$ cat src/rtl/mem_access_ctrl_if.sv
// Memory-side bus of the MEM-stage access sequencer: one request/ack
// transaction at a time, address/data/direction held for its duration.
interface mem_access_ctrl_if;
    logic        mem_req;
    logic        mem_we;
    logic [31:0] mem_addr;
    logic [31:0] mem_wdata;
    logic [31:0] mem_rdata;
    logic        mem_ack;

    modport master (
        output mem_req, mem_we, mem_addr, mem_wdata,
        input  mem_rdata, mem_ack
    );

    modport slave (
        input  mem_req, mem_we, mem_addr, mem_wdata,
        output mem_rdata, mem_ack
    );
endinterface

$ cat src/rtl/mem_access_ctrl.sv
// MEM-stage access sequencer: issues one memory transaction per load/store,
// stalls the pipeline until ack, returns load data and flags alignment and
// timeout faults as bus errors.
module mem_access_ctrl #(
    parameter int CNT_W   = 4,
    parameter int TIMEOUT = 8
) (
    input  logic                     clk,
    input  logic                     rst_n,
    input  logic                     MemReadIn,
    input  logic                     MemWriteIn,
    input  logic [31:0]              AddrIn,
    input  logic [31:0]              WriteDataIn,
    mem_access_ctrl_if.master        bus,
    output logic [31:0]              ReadDataOut,
    output logic                     stall,
    output logic                     bus_error,
    output logic                     err_sticky
);

    typedef enum logic [1:0] {IDLE, ACCESS, DONE, ERROR} state_t;

    // Count value in the final allowed ACCESS cycle; count starts at 0.
    localparam logic [CNT_W-1:0] LAST = CNT_W'(TIMEOUT - 1);

    state_t           state_q, state_d;
    logic [CNT_W-1:0] count_q, count_d;
    logic             we_q, we_d;
    logic [31:0]      addr_q, addr_d;
    logic [31:0]      wdata_q, wdata_d;
    logic [31:0]      rdata_q, rdata_d;
    logic             sticky_q, sticky_d;
    logic             rd_q, rd_d;       // current access is a pure load
    logic             req;
    logic             aligned;
    logic             stall_c;

    assign req     = MemReadIn | MemWriteIn;
    assign aligned = (AddrIn[1:0] == 2'b00);

    // State and datapath registers; reset drops any in-flight transaction.
    always_ff @(posedge clk or negedge rst_n) begin
        if (!rst_n) begin
            state_q  <= IDLE;
            count_q  <= '0;
            we_q     <= 1'b0;
            addr_q   <= '0;
            wdata_q  <= '0;
            rdata_q  <= '0;
            sticky_q <= 1'b0;
            rd_q     <= 1'b0;
        end else begin
            state_q  <= state_d;
            count_q  <= count_d;
            we_q     <= we_d;
            addr_q   <= addr_d;
            wdata_q  <= wdata_d;
            rdata_q  <= rdata_d;
            sticky_q <= sticky_d;
            rd_q     <= rd_d;
        end
    end

    // Next-state logic and decoded handshake outputs.
    always_comb begin
        state_d     = state_q;
        count_d     = count_q;
        we_d        = we_q;
        addr_d      = addr_q;
        wdata_d     = wdata_q;
        rdata_d     = rdata_q;
        sticky_d    = sticky_q;
        rd_d        = rd_q;
        stall_c     = 1'b0;
        bus.mem_req = 1'b0;
        bus_error   = 1'b0;

        case (state_q)
            IDLE: begin
                stall_c = req;
                if (req) begin
                    // Read+write together behaves as a store.
                    rd_d = MemReadIn & ~MemWriteIn;
                    if (aligned) begin
                        addr_d  = AddrIn;
                        wdata_d = WriteDataIn;
                        we_d    = MemWriteIn;
                        count_d = '0;
                        state_d = ACCESS;
                    end else begin
                        state_d = ERROR;
                    end
                end
            end
            ACCESS: begin
                bus.mem_req = 1'b1;
                stall_c     = 1'b1;
                // Ack has priority over a coincident timeout.
                if (bus.mem_ack) begin
                    if (rd_q) rdata_d = bus.mem_rdata;
                    state_d = DONE;
                end else if (count_q == LAST) begin
                    state_d = ERROR;
                end else begin
                    count_d = count_q + CNT_W'(1);
                end
            end
            DONE: begin
                // Inputs still describe the finished access; ignore them.
                state_d = IDLE;
            end
            ERROR: begin
                bus_error = 1'b1;
                sticky_d  = 1'b1;
                if (rd_q) rdata_d = '0;
                state_d = IDLE;
            end
            default: state_d = IDLE;
        endcase
    end

    // Pipeline must not be frozen while held in reset.
    assign stall = stall_c & rst_n;

    assign bus.mem_we    = we_q;
    assign bus.mem_addr  = addr_q;
    assign bus.mem_wdata = wdata_q;
    assign ReadDataOut   = rdata_q;
    assign err_sticky    = sticky_q;

endmodule

$ cat src/flat_wrapper.sv
// flat-port wrapper written by rule: the top's interface ports become plain ports
module mem_access_ctrl_flat 
#(
    parameter int CNT_W   = 4,
    parameter int TIMEOUT = 8
)
  (clk, rst_n, MemReadIn, MemWriteIn, AddrIn, WriteDataIn, ReadDataOut, stall, bus_error, err_sticky, bus_mem_req, bus_mem_we, bus_mem_addr, bus_mem_wdata, bus_mem_rdata, bus_mem_ack);
  mem_access_ctrl_if bus_i ();
  input  logic clk;
  input  logic rst_n;
  input  logic MemReadIn;
  input  logic MemWriteIn;
  input  logic [31:0] AddrIn;
  input  logic [31:0] WriteDataIn;
  output logic [31:0] ReadDataOut;
  output logic stall;
  output logic bus_error;
  output logic err_sticky;
  output wire logic [$bits(bus_i.mem_req)-1:0] bus_mem_req;
  output wire logic [$bits(bus_i.mem_we)-1:0] bus_mem_we;
  output wire logic [$bits(bus_i.mem_addr)-1:0] bus_mem_addr;
  output wire logic [$bits(bus_i.mem_wdata)-1:0] bus_mem_wdata;
  input wire logic [$bits(bus_i.mem_rdata)-1:0] bus_mem_rdata;
  input wire logic [$bits(bus_i.mem_ack)-1:0] bus_mem_ack;
  assign bus_mem_req = bus_i.mem_req;
  assign bus_mem_we = bus_i.mem_we;
  assign bus_mem_addr = bus_i.mem_addr;
  assign bus_mem_wdata = bus_i.mem_wdata;
  assign bus_i.mem_rdata = bus_mem_rdata;
  assign bus_i.mem_ack = bus_mem_ack;
  mem_access_ctrl #(.CNT_W(CNT_W), .TIMEOUT(TIMEOUT)) u_core (.clk(clk), .rst_n(rst_n), .MemReadIn(MemReadIn), .MemWriteIn(MemWriteIn), .AddrIn(AddrIn), .WriteDataIn(WriteDataIn), .bus(bus_i), .ReadDataOut(ReadDataOut), .stall(stall), .bus_error(bus_error), .err_sticky(err_sticky));
endmodule
$ cat config.mk
export PLATFORM = sky130hd
export DESIGN_NAME = mem_access_ctrl_flat
export DESIGN_NICKNAME = d
export VERILOG_FILES = /design/src/rtl/mem_access_ctrl_if.sv /design/src/rtl/mem_access_ctrl.sv /design/src/flat_wrapper.sv
export SDC_FILE = /design/constraint.sdc
export NUM_CORES = 1
export LEC_CHECK = 0
export ABC_AREA = 1
export BUFFER_PORTS_ARGS = -buffer_cell sky130_fd_sc_hd__buf_2
export CAP_MARGIN = 5
export CORE_AREA = 2 2 100 121
export CTS_BUF_LIST = sky130_fd_sc_hd__clkbuf_2
export DETAILED_ROUTE_END_ITERATION = 10
export DIE_AREA = 0 0 102 123
export PLACE_DENSITY = 0.77
export SYNTH_ARGS = -nofsm -noshare
export SYNTH_HDL_FRONTEND = slang
export SYNTH_SLANG_ARGS = --single-unit
$ cat constraint.sdc
create_clock -name clk -period 1.7 [get_ports clk]
set_input_delay 0.085 -clock clk [delete_from_list [all_inputs] [get_ports clk]]
set_output_delay 0.085 -clock clk [all_outputs]
set_load 0.02 [all_outputs]
Yosys cells after proc, flatten, opt, wreduce, memory -nomap -nowiden

Index checks and enable logic that the tools add are counted.

Register bits: 105
Input bits: 101
Output and inout bits: 101
Logic and storage cells: 52

Add/subtract/negate cells: 1
Equal/unequal tests: 12
Mux-type cells: 17
Bitwise logic cells: 4
Reductions and logical operators: 10

Operator list:

| cell                | count |
|---|---|
| $mux 32             | 3 |
| $pmux 32 s2         | 1 |
| $mux 4              | 4 |
| $mux 2              | 4 |
| $ne 2x1->1 const B  | 4 |
| $pmux 4 s2          | 1 |
| $ne 2x2->1 const B  | 3 |
| $pmux 2 s3          | 1 |
| $reduce_and 5->1    | 1 |
| $add 4x1->4 const B | 1 |
| $eq 2x2->1 const B  | 2 |
| $eq 4x3->1 const B  | 1 |
| $logic_not 2->1     | 2 |
| $reduce_and 2->1    | 2 |
| $reduce_and 4->1    | 1 |
| $reduce_bool 2->1   | 2 |
| $ne 3x2->1 const B  | 1 |
| $reduce_and 3->1    | 1 |
| $and 1x1->1         | 2 |
| $eq 2x1->1 const B  | 1 |
| $mux 1              | 2 |
| $pmux 1 s2          | 1 |
| $reduce_or 2->1     | 1 |
| $not 1->1           | 1 |
| $or 1x1->1          | 1 |

Depth between registers and ports, before layout

Gate-level depths: netlist of the first run.

Word-level depth: 4
Gate-level depth with buffers: 7
Mapped depth without buffers: 7

Worst setup path after synthesis of the first run

OpenSTA, ideal clock, no wires.

Kind: register to output
Start point: register u_core.state_q[0]
End point: output port stall
Data arrival time: 1189 ps
Required time: 1615 ps
Setup slack: 426 ps
Cell stages (with the launch flop): 4
Buffers on the path: 0
Path through: dfrtp_1 nor2_4 nand2_1 a21boi_0

Longest elaborated chain between the ends: 3
Elaborated cells between the ends (all ways): 4
Classes of those cells: 1 x eq/ne; 1 x mux; 1 x bitwise; 1 x reduce/logical

RTL lines:

| element                                              | line                   | source |
|---|---|---|
| start, declared                                      | mem_access_ctrl.sv:26  | `state_t state_q, state_d;` |
| start signal, assigned                               | mem_access_ctrl.sv:53  | `state_q <= state_d;` |
| $eq 2x1->1 / $logic_not 2->1 (equally long branches) | mem_access_ctrl.sv:78  | `case (state_q)` |
| $pmux 1 s2 *                                         | mem_access_ctrl.sv:78  |  |
| $and 1x1->1 *                                        | mem_access_ctrl.sv:123 | `assign stall = stall_c & rst_n;` |
| end, declared                                        | flat_wrapper.sv:16     | `output logic stall;` |

Every way passes the cells marked *; elsewhere a longest branch is shown, timed or not.

Final worst setup path of the first run

Ends and elaborated chain as after synthesis.

==> metrics.txt, run 1 <==
Cell Area, Synth=4453 um^2; placed insts=814; leakage power=3.803 nW; syn_nets=577; count of buffers from port buffering=201; area of the multi-input gates=1363 um^2; Slew @ Worst Pin=1018 ps; Worst Path Buf+Inv=1; vias in the first global route=4,030; mux contribution to synthesized area=0%; Startpoint Class=flop; Cell variety after synth=22; skew final=32.96 ps; Synth Warn #=0; CP Capture Type=output pin; first-pass GRT wire length=19.04 mm; DIE WIDTH=102 um; Clock Path Buffers=2; crit path time final=1639 ps; via count=4,168; CTS buffer count=9; WP data arrival=1550 ps; Post-DRT Antenna Nets=0; Seq cells post-synth=105; Worst VDD drop=846.4 uV; CP max-delay cell=dfrtp_2; Hold Crit Class=in -> async; critical path class=reg -> out; total wire length=12.66 mm; non-filler cells, final=939; initial core utilization=39.04%; DPL Wire Length=6.962 mm; Data required, critical path=1620 ps; root buffer cell=clkbuf_2; initial antenna violation count=0; Rel. slew slack=31.93%; slowest stage delay, CP=510 ps; Final Wtd Congestion=0.7537; Pre-Repair DR Iteration Count=5; TritonCTS clock tree=yes; Adder-Cell Fraction of Synth Area=0.2810%; core box area=11,410 um^2; PD cells=1582 nW/um^2; pin count of the biggest net entering global routing=134; count of final hold-check violations=0; Syn Area/Cell=9.375 um^2; fraction of layout cells with a size suffix above 1=34.96%; WL/cell=13.48 um; cell count after synthesis=475; RSZ-0062 raised after global routing=yes; Die Span Y=123 um; # nets final=878; main combinational cell family by area after synthesis=simple AND/OR/NAND/NOR gates; DR vias/cell=4.439; Max-Cap Viols=0; Tot GR Track Use=19.57%; I/O Pins=202; Crit Path Max Fanout=4; register area share after synthesis=59.01%; Area Overhead vs Synth=51.76%; fillers=940; critical-path cell list=nor2_4 > nand2_2 > a21boi_2 > buf_6; H-tree levels=3; period utilization=96.44%; Max Slew Vio Count=0; row cnt=43; Post-Synth Simple-Gate Area=15.90%; DRT iter0 DRCs=153; Congestion Overflow GR=0; outcome=finished, final reports clean; CP top delay family=flip-flops; setup TNS=0 ps; complex-gate fraction of the synthesized area=14.05%; # setup viols final=0; Die Area=12,550 um^2; worst skew pair latency=580 ps; clock sinks=105; DRC violations left=0; Worst-path clk slew=320 ps; fmax=610.0 MHz; Synth Area in XOR/XNOR=0%; Register Area=2630 um^2
==> placed cells by master (no fill, tap or decap), types with 10 or more instances in the layout <==
cell type / count
inv_1: 74
buf_2: 198
clkbuf_2: 10
dfrtp_1: 103
o21ai_0: 14
o21ai_2: 34
dlygate4sd3_1: 103
nand2_1: 148
o21ai_1: 47
==> sequential cells by signal, indices dropped and copies added (netlist names) <==
name and cells:
u_core.state_q 2, u_core.bus.mem_we 1, u_core.ReadDataOut 32, u_core.bus.mem_addr 32, u_core.err_sticky 1, u_core.rd_q 1, u_core.bus.mem_wdata 32, u_core.count_q 4
==> through the flow <==
stage | hold slack [ps] | util, % | cell area (um^2) | power (mW) | worst slack [ps]
2_1_floorplan | -210.6 | - | 4453 | 7.479 | 425.9
3_3_place_gp | 4.778 | 48.50 | 5532 | 8.897 | 293.8
3_5_place_dp | -0.6106 | 48.50 | 5532 | 9.028 | 262.3
4_1_cts | 39.63 | 58.84 | 6711 | 10.54 | -121.5
5_1_grt | 60.85 | 59.23 | 6755 | 11.44 | -102.1
6_report | 81.23 | 59.25 | 6758 | 10.69 | 60.53
==> routing by layer <==
metal / global-route usage [%] / share of wire, % / routed length (um)
met3: 6.162 / 8.0 / 1015
met5: 0 / 0 / 0
met2: 35.03 / 51 / 6475
met1: 21.13 / 38 / 4853
met4: 8.250 / 2.5 / 315
==> layout make-up <==
type	instances	share of cell area (%)
multi-input cells	271	20.16
flip-flops and latches	105	38.92
inverters	76	4.221
clock buffers	10	0.7406
clock inverters	6	1.092
repair buffers	313	31.92
diodes	1	0.03703
well taps	157	2.907
==> report_power, final <==
group | switching, mW | internal [mW]
combinational | 3.34 | 1.92
sequential | 0.621 | 3.58
clock | 0.862 | 0.367
total | 4.82 | 5.87
==> tightest hold or removal path: stages <==
cell and delay (ps):
dlygate4sd3_1 530, buf_4 140, buf_12 350
==> cells in the mapped netlist, drive strengths merged <==
cell type	instances	area share [%]
nor2	8	1.0
nand2	153	13
nand3	8	1.2
inv	75	6.3
nand4	1	0.14
clkinv	1	0.084
clkbuf	7	0.59
a21oi	3	0.34
buf	16	3.8
ha	1	0.28
or2	1	0.14
a21boi	1	0.17
o21ai	95	14
dfrtp	105	59
==> worst paths after layout <==
check	start	to	slack, ps	cells past startpoint
worst max-delay path	u_core.state_q[0]	stall	60	4
worst min-delay path	rst_n	u_core.bus.mem_addr[28]	80	3
worst max register to register	u_core.state_q[1]	u_core.ReadDataOut[26]	140	6
worst min register to register	u_core.bus.mem_addr[1]	u_core.bus.mem_addr[1]	510	2
max in group asynchronous	rst_n	u_core.ReadDataOut[1]	300	3
min in group clk	AddrIn[26]	u_core.bus.mem_addr[26]	230	4
==> logic make-up after synthesis <==
| logic type | Yosys count |
|---|---|
| and+or+nand+nor | 171 |
| DFF | 105 |
| AOI/OAI and AO/OA | 99 |
| buffers and inverters | 99 |
| adders and majority gates | 1 |
==> repair_timing <==
item,4_1_cts,5_1_grt
pin swaps,1,2
buffers inserted,2,3
hold endpoints to repair,207,0
endpoints found under the setup margin,2,3
hold buffers,103,0
resized for setup,6,6
Note: power is estimated with default switching activity, not from simulation.
==> inputs of run 2 (changes only) <==
==> constraint.sdc (replaced) <==
create_clock -name clk -period 1.79 [get_ports clk]
set_input_delay 0.0895 -clock clk [delete_from_list [all_inputs] [get_ports clk]]
set_output_delay 0.0895 -clock clk [all_outputs]
set_load 0.02 [all_outputs]
==> run 2 against run 1 <==
Global-route usage shrank 1.0 points. Combinational power decreased by 8.0%. Total power fell by 8.1%. First-iteration DRC count up 24%. Largest power group unchanged. Utilization decreased by 0.50 points. Worst setup slack better by 80 ps. Flip-flop and latch count unchanged. Critical path depth unchanged. Sequential power is 5.2% lower. Largest cell class unchanged. Final cell count is 0.21% lower. Die area did not move. Non-clock buffer count down 2.
==> metrics.txt, run 2 (same netlist as run 1, synthesis figures left out) <==
outcome=finished, final reports clean; CP Capture Type=output pin; Max Slew Vio Count=0 (unchanged); Post-DRT Antenna Nets=0 (unchanged); PD cells=1467 nW/um^2 (-7.3%); Clock Path Buffers=2 (unchanged); placed insts=815 (+0.12%); core box area=11,410 um^2 (unchanged); crit path time final=1650 ps; Congestion Overflow GR=0 (unchanged); H-tree levels=3 (unchanged); RSZ-0062 raised after global routing=no; Startpoint Class=flop; non-filler cells, final=937 (-0.21%); Final Wtd Congestion=0.7619 (+1.1%); period utilization=92.17%; skew final=26.21 ps (-6.751 ps); fraction of layout cells with a size suffix above 1=34.79% (-0.17 points); leakage power=3.772 nW (-0.80%); DRT iter0 DRCs=189 (+24%); WL/cell=12.85 um (-4.7%); Register Area=2630 um^2 (unchanged); Max-Cap Viols=0 (unchanged); DIE WIDTH=102 um (unchanged); Tot GR Track Use=18.55% (-1.0 points); pin count of the biggest net entering global routing=106 (-21%); Die Span Y=123 um (unchanged); worst skew pair latency=570 ps (about the same); Worst VDD drop=719.7 uV (-15%); via count=4,146 (-0.53%); Core Util, Final=58.74% (-0.50 points); DPL Wire Length=6.746 mm (-3.1%); count of buffers from port buffering=201 (unchanged); # nets final=876 (-0.23%); Die Area=12,550 um^2 (unchanged); area of the multi-input gates=1358 um^2 (-0.37%); TritonCTS clock tree=yes; Slew @ Worst Pin=599.4 ps (-418.3 ps); Pwr Total=9.828 mW (-8.1%); fillers=957 (+1.8%); Crit Path Max Fanout=9 (+5); I/O Pins=202 (unchanged); most common cell after layout, fill and taps aside=buf_2; first-pass GRT wire length=18.24 mm (-4.2%); # setup viols final=0 (unchanged); row cnt=43 (unchanged); DR vias/cell=4.425 (-0.32%); clock sinks=105 (unchanged); fmax=606.1 MHz; initial core utilization=39.04% (unchanged); setup TNS=0 ps (unchanged); Worst-path clk slew=290 ps (-30 ps); Area Overhead vs Synth=50.46%; total wire length=12.04 mm (-4.9%); Hold Crit Class=in -> async; count of final hold-check violations=0 (unchanged); CTS buffer count=9 (unchanged); DRC violations left=0 (unchanged); initial antenna violation count=0 (unchanged); Data required, critical path=1700 ps (+80 ps); commonest cells after routing, fill and taps aside=buf_2 (199), nand2_1 (148), dfrtp_1 (103); vias in the first global route=3,933 (-2.4%); WP data arrival=1560 ps (about the same); critical path class=reg -> out; Pre-Repair DR Iteration Count=5 (unchanged); Rel. slew slack=60.04% (+28 points); root buffer cell=clkbuf_2
==> run 2: final timing paths <==
kind                                    from                endpoint  slack (ps)  depth (start not counted)
min in group clk                   AddrIn[0]       u_core.bus.mem_we         110                          5
hold / removal                         rst_n   u_core.ReadDataOut[0]          60                          3
setup / recovery           u_core.state_q[0]               bus_error         140                          4
hold reg to reg            u_core.err_sticky       u_core.err_sticky         500                          1
max in group asynchronous              rst_n       u_core.state_q[1]        1170                          3
setup reg to reg           u_core.state_q[1]  u_core.ReadDataOut[30]         260                          6
==> run 2: area by class of cell <==
class	instances	area share, %
Antenna cell	1	0.03735
Clock buffer	9	0.6723
Clock inverter	7	0.8030
Inverter	76	4.258
Multi-Input combinational cell	271	20.26
Sequential cell	105	39.25
Tap cell	157	2.932
Timing Repair Buffer	311	31.78
==> run 2: metrics by stage <==
stage / setup slack (ps) / cell area [um^2] / hold slack [ps]
global route: 2.344 / 6698 / 62.70
finish: 140.2 / 6700 / 58.00
detailed placement: 427.0 / 5539 / 214.7
floorplan: 511.4 / 4453 / -206.1
CTS: 45.18 / 6689 / 60.96
global placement: 464.2 / 5539 / 219.7
==> run 2: worst max-delay path, stage by stage, from the launching register on <==
cell     delay [ps]
dfrtp_2         510
buf_4           150
nand2_2         130
inv_1            70
buf_2           160
==> run 2: layer usage <==
layer | vias up | routed length, um | track usage (%)
met1 | 1850 | 4820 | 21.00
met2 | 193 | 5856 | 32.03
met4 | 0 | 454 | 10.25
met3 | 43 | 909 | 4.296
met5 | - | 0 | 0
li1 | 2060 | - | -
==> run 2: power breakdown <==
group | switching [mW] | internal (mW)
sequential | 0.585 | 3.40
combinational | 3.07 | 1.77
clock | 0.806 | 0.198
==> run 2: repair_timing <==
action                                 4_1_cts  5_1_grt
hold buffers                               102        0
gates resized for setup                      5        3
endpoints found under the hold margin      207        0
pin swaps                                    1        0
setup endpoints to repair                    1        1
buffers inserted                             3        0
